===== src/rtl/hazard_stall_controller.sv =====
// hazard_stall_controller: RAW hazard detection and RUN/STALL/FREEZE sequencing for the ID stage
module hazard_stall_controller #(
  parameter int REG_AW        = 4,
  parameter int NUM_SRC       = 3,
  parameter int CNT_W         = 8,
  parameter int STALL_TIMEOUT = 16
) (
  input  logic                      clk,
  input  logic                      rst,
  input  logic [NUM_SRC*REG_AW-1:0] src_addr,
  input  logic [NUM_SRC-1:0]        src_valid,
  input  logic [REG_AW-1:0]         exe_dest,
  input  logic                      exe_wb_en,
  input  logic                      exe_mem_r_en,
  input  logic [REG_AW-1:0]         mem_dest,
  input  logic                      mem_wb_en,
  input  logic                      mem_ready,
  input  logic                      fwd_en,
  input  logic                      processor_mode,
  output logic                      hazard_detected,
  output logic                      freeze,
  output logic [CNT_W-1:0]          stall_count,
  output logic [CNT_W-1:0]          hazard_events,
  output logic                      stall_timeout
);
  localparam logic [1:0] S_RUN = 2'd0, S_STALL = 2'd1, S_FREEZE = 2'd2;
  localparam logic [CNT_W-1:0] TMO = CNT_W'(STALL_TIMEOUT);
  logic [NUM_SRC-1:0] ex_hit, mem_hit;
  logic raw;
  logic [1:0] state, state_nxt;
  logic [CNT_W-1:0] count_nxt;
  for (genvar i = 0; i < NUM_SRC; i++) begin : g_src
    assign ex_hit[i]  = src_valid[i] & exe_wb_en & (src_addr[i*REG_AW +: REG_AW] == exe_dest);
    assign mem_hit[i] = src_valid[i] & mem_wb_en & (src_addr[i*REG_AW +: REG_AW] == mem_dest);
  end
  // with forwarding only a load in EXE cannot be bypassed in time
  assign raw = ~processor_mode & (fwd_en ? (|ex_hit) & exe_mem_r_en : |(ex_hit | mem_hit));
  assign hazard_detected = raw & rst;
  assign freeze = ~mem_ready & rst;
  always_comb begin
    state_nxt = freeze ? S_FREEZE : raw ? S_STALL : S_RUN;
    count_nxt = state_nxt == S_RUN    ? '0 :
                state_nxt == S_FREEZE ? stall_count :
                state == S_STALL      ? (&stall_count ? stall_count : stall_count + CNT_W'(1)) :
                state == S_RUN        ? CNT_W'(1) : '0;
  end
  always_ff @(posedge clk)
    if (!rst) begin
      state         <= S_RUN;
      stall_count   <= '0;
      hazard_events <= '0;
      stall_timeout <= 1'b0;
    end else begin
      state       <= state_nxt;
      stall_count <= count_nxt;
      if (state_nxt == S_STALL && state != S_STALL) hazard_events <= hazard_events + CNT_W'(1);
      if (count_nxt == TMO) stall_timeout <= 1'b1;
    end
endmodule


===== config.mk =====
export PLATFORM = sky130hd
export DESIGN_NAME = hazard_stall_controller
export DESIGN_NICKNAME = d
export VERILOG_FILES = /design/src/rtl/hazard_stall_controller.sv
export SDC_FILE = /design/constraint.sdc
export NUM_CORES = 1
export LEC_CHECK = 0
export BUFFER_PORTS_ARGS = -buffer_cell sky130_fd_sc_hd__buf_2
export CAP_MARGIN = 0
export CORE_MARGIN = 3
export CORE_UTILIZATION = 55
export CTS_BUF_LIST = sky130_fd_sc_hd__clkbuf_4 sky130_fd_sc_hd__clkbuf_8
export DETAILED_ROUTE_END_ITERATION = 12
export GPL_TIMING_DRIVEN = 0
export PLACE_DENSITY = 0.94
export SLEW_MARGIN = 30
export SYNTH_ARGS = -nofsm -noshare
export SYNTH_HDL_FRONTEND = slang
export SYNTH_SLANG_ARGS = --single-unit

===== constraint.sdc =====
create_clock -name clk -period 4.6 [get_ports clk]
set_input_delay 1.38 -clock clk [delete_from_list [all_inputs] [get_ports clk]]
set_output_delay 1.38 -clock clk [all_outputs]
set_load 0.03 [all_outputs]

After elaboration in Yosys (flattened, before gate mapping). Cells that the tools add are included.

Register bits: 19. Output and inout port bits: 19. Logic and storage cells: 50. Input bits: 31.

Eq/ne operators: 11. Bitwise operators: 19. Multiplexer cells: 8. Add/sub/neg operators: 2. Reductions and logical operators: 6.

Operators by type and width (count): 8-bit 2-to-1 mux (4); 4-bit == test (6); 8-bit by 1-bit adder with 8-bit output, second input constant (2); 1-bit bitwise AND (16); 8-bit by 5-bit == test with 1-bit output, second input constant (1); 8-bit AND reduction (1); 3-bit OR reduction (2); 2-bit by 1-bit == test with 1-bit output, second input constant (2); 2-bit logical NOT (2); 1-bit 2-to-1 mux (3); 3-bit OR (1); 2-bit == test, second input constant (1); 2-bit 2-to-1 mux (1); 2-bit by 1-bit != test with 1-bit output, second input constant (1); 1-bit NOT (2); 1-bit logical AND (1).

Depth between registers and ports, before layout.
Depth after elaboration: 12. Depth in mapped cells: 9. Depth with buffers taken out: 9.

Least setup slack after synthesis. No wires, ideal clock.

Path kind: in2out. Start: input exe_dest[2]. End: output hazard_detected. Data arrival time: 2.814 ns. Slack: 0.406 ns. Data required time: 3.220 ns. Buffers on the path: 0. Stages: 6. Path through: xor2_1 nor4_1 nand4_1 o21ai_1 nor2_4 nor3_1.

Cells in the longest elaborated chain, start to end: 7. Elaborated cells between the ends (all ways): 13. Those cells by class: eq/ne (3); mux (1); bitwise (7); reduce/logical (2).

Ends and longest elaborated chain: start, declared (RTL line 12) `input logic [REG_AW-1:0] exe_dest,`; 4-bit == test (RTL line 33) `assign ex_hit[i] = src_valid[i] & exe_wb_en & (src_addr[i*REG_AW +: REG_AW] == exe_dest);`; 1-bit bitwise AND (RTL line 33); 3-bit OR or 3-bit OR reduction (tied branches) (RTL line 37) `assign raw = ~processor_mode & (fwd_en ? (|ex_hit) & exe_mem_r_en : |(ex_hit | mem_hit));`; 3-bit OR reduction or 1-bit bitwise AND (tied branches) (RTL line 37); 1-bit 2-to-1 mux (*) (RTL line 37); 1-bit bitwise AND (*) (RTL line 37); 1-bit bitwise AND (*) (RTL line 38) `assign hazard_detected = raw & rst;`; end, declared (RTL line 20) `output logic hazard_detected,`.

Every way passes the cells marked *; elsewhere a longest branch is shown, timed or not.

Worst setup path after layout. Ends and elaborated chain as after synthesis.

==> results.tsv <==
metric	value	unit
status	completed	
R2R Setup Slk	2.10	ns
Critical Path RT	3.22	ns
Cell Area, Synth	1350	um2
RSZ-0062 raised after global routing	false	
Max Cap Violations	0	
effective utilization at floorplan	59.1	%
first-pass GRT wire length	5410	um
PostCTS Resize Cnt	0	
DRC Markers	0	
min-delay worst type	reg2reg	
yosys warns	0	
Worst-Margin Slew	0.449	ns
setup TNS	0	ns
crit start category	input pin	
initial antenna violation count	0	
CTS Root Cell	clkbuf_4	
WL/cell	13.2	um
endpoints failing setup	0	
Top cell by count, worst path	buf_2	
final worst-path cycle share	90.3	%
routed via count	1347	
# Post-CTS Setup Buffers	0	
Sink Count	19	
Layout Skew	0.00294	ns
CTS tree	built	
Max Slew Vio Count	0	
vias in the first global route	1260	
slowest CP cell	nor4_1	
die height	55.5	um
Die Footprint	3070	um2
GRT Total Usage	21.5	%
worst relative slew slack	70.1	%
WL final	3220	um
drt initial violations	33	
crit-path cells	buf_2, xor2_1, nor4_1, nand4_1, o21ai_1, nor2_4, nor3_1, buf_2	
# rows	17	
Power Density	189	nW/um2
Syn Inst Count	163	
Via-to-Cell Ratio	5.54	
critical path class	in2out	
non-filler instance count after layout	243	
cts bufs inserted	3	
register area share after synthesis	28.3	%
Final Hold Viols	0	
H-tree depth	1	
dpl cells	239	
Reg clk slew, reported paths	0.11	ns
Ant. Diodes	0	
Clock Tree Buf Depth	2	
Worst path max stage delay	0.31	ns
VDD IR-drop max	0.172	mV
crit end category	output pin	
Fillers	192	
Crit Path Max Fanout	5	
Core Region	2280	um2
leakage	0.748	nW
syn avg cell area	8.25	um2
data arrival time of the critical path	2.77	ns
final global-route overflow total	0	
largest net degree at the start of global routing	12	
hold_buf cts	0	
later-pin clock latency in the skew report	0.30	ns
Buffers on Ports	48	
Top Ports	50	
share of cells above drive strength 1	31.2	%
post-detailed-placement half-perimeter wirelength	2600	um
FMAX	0.241	GHz
Seq cells post-synth	19	
Final #Nets	249	
Mapped Nets	196	
Detail Route Antenna Nets	0	
Pre-antenna DRT Iters	4	
Area Growth Syn to Fin	22.5	%
die width	55.5	um
Final Wtd Congestion	0.912	
Tmin final	4.15	ns
Yosys cell types	43	
[metal layers]
| metal | global-route usage, % | routed length [um] | vias to the layer above |
|---|---|---|---|
| li1 | - | - | 690 |
| met1 | 25.7 | 1480 | 608 |
| met2 | 38.3 | 1530 | 42 |
| met3 | 5.14 | 168 | 7 |
| met4 | 5.21 | 37 | 0 |
| met5 | 0 | 0 | - |
[flip-flops by register name, summed over array words and instances (netlist names)]
name           count
state              2
stall_timeout      1
hazard_events      8
stall_count        8
[path summary, 6_finish.rpt]
| kind | from | to | cells after the start |
|---|---|---|---|
| hold reg to reg | stall_timeout$_SDFFE_PN0N_ | stall_timeout$_SDFFE_PN0N_ | 2 |
| setup / recovery | exe_dest[2] | hazard_detected | 8 |
| setup reg to reg | stall_count[0]$_SDFF_PN0_ | stall_timeout$_SDFFE_PN0N_ | 9 |
| hold / removal | stall_timeout$_SDFFE_PN0N_ | stall_timeout$_SDFFE_PN0N_ | 2 |
[worst max-delay path: cells and delay by family]
kind | cells | cell delay, ns
xor+xnor | 1 | 0.16
simple gates | 4 | 0.69
compound gates | 1 | 0.17
buf+inv | 2 | 0.37
[layout by cell type, fill, tap and decap left out, types with 2 or more instances in the layout]
master / Yosys / routed
nand2_1: 13 / 13
o21ai_0: 2 / 2
xnor2_1: 13 / 13
clkbuf_1: 3 / 3
o41ai_1: 2 / 2
a21oi_1: 4 / 4
buf_2: 3 / 51
nand2b_1: 3 / 3
nand4_1: 9 / 9
xor2_1: 18 / 18
o31ai_1: 2 / 2
mux2i_1: 2 / 2
nor3_1: 3 / 3
inv_1: 5 / 5
dfxtp_1: 19 / 19
ha_1: 2 / 2
nor2_1: 13 / 13
and3_1: 5 / 5
and2_1: 2 / 2
nor4_1: 4 / 4
a22o_1: 2 / 2
clkbuf_4: 0 / 3
nand3_1: 8 / 8
a211oi_1: 3 / 3
o21ai_1: 4 / 4
[layout make-up]
type / count / area [um2] / area share (%)
clock buffers: 3 / 22.5 / 1.37
flip-flops and latches: 19 / 380 / 23.1
clock inverters: 1 / 5.00 / 0.304
well taps: 28 / 35.0 / 2.13
plain buffers: 7 / 37.5 / 2.28
inverters: 6 / 22.5 / 1.37
multi-input cells: 131 / 905 / 54.9
repair buffers: 48 / 240 / 14.6
[stage by stage]
stage	setup slack (ns)	hold WS, ns	utilization [%]	instance area, um2	total power, W
2_1_floorplan	0.406	0.514	-	1350	0.000202
3_3_place_gp	0.459	0.432	71.2	1620	0.000228
3_5_place_dp	0.448	0.463	71.2	1620	0.000229
4_1_cts	0.448	0.495	72.4	1650	0.000313
5_1_grt	0.295	0.511	72.4	1650	0.000326
6_report	0.445	0.488	72.4	1650	0.000312
[Yosys cell counts, drive strengths merged]
cell    count  area, um2
or2         1       8.76
dfxtp      19        380
ha          2       25.0
nand4      10       68.8
o2111a      1       11.3
nor2b       1       6.26
a22o        2       17.5
a21oi       4       20.0
nand2      13       48.8
a41oi       1       8.76
nand2b      3       18.8
nor3        4       25.0
nor4        4       25.0
mux2i       2       20.0
o31ai       2       15.0
a41o        1       11.3
and2        2       12.5
inv         6       22.5
mux2        1       11.3
o41ai       3       33.8
a21boi      1       7.51
clkbuf      3       11.3
nand3       9       50.1
o21ai       6       30.0
or4         2       18.8
buf         4       26.3
xnor2      13        114
and3        7       50.1
nor2       14       60.1
a211oi      3       22.5
a31oi       1       6.26
xor2       18        158
[power breakdown]
part	total (W)	internal [W]	switching, W
sequential	0.000166	0.000165	0.000000949
combinational	0.0000597	0.0000270	0.0000327
clock	0.0000856	0.0000325	0.0000531
[cell families (layout without fill, tap and decap cells)]
family	count (synthesis)	in the layout	synth area share (%)
compound gates	25	25	13.7
fa+ha+maj	2	2	1.86
simple gates	70	70	29.2
buf+inv	13	65	4.46
mux	3	3	2.33
xor+xnor	31	31	20.2
flops	19	19	28.3
No activity file was read; power rests on OpenSTA's default activity.
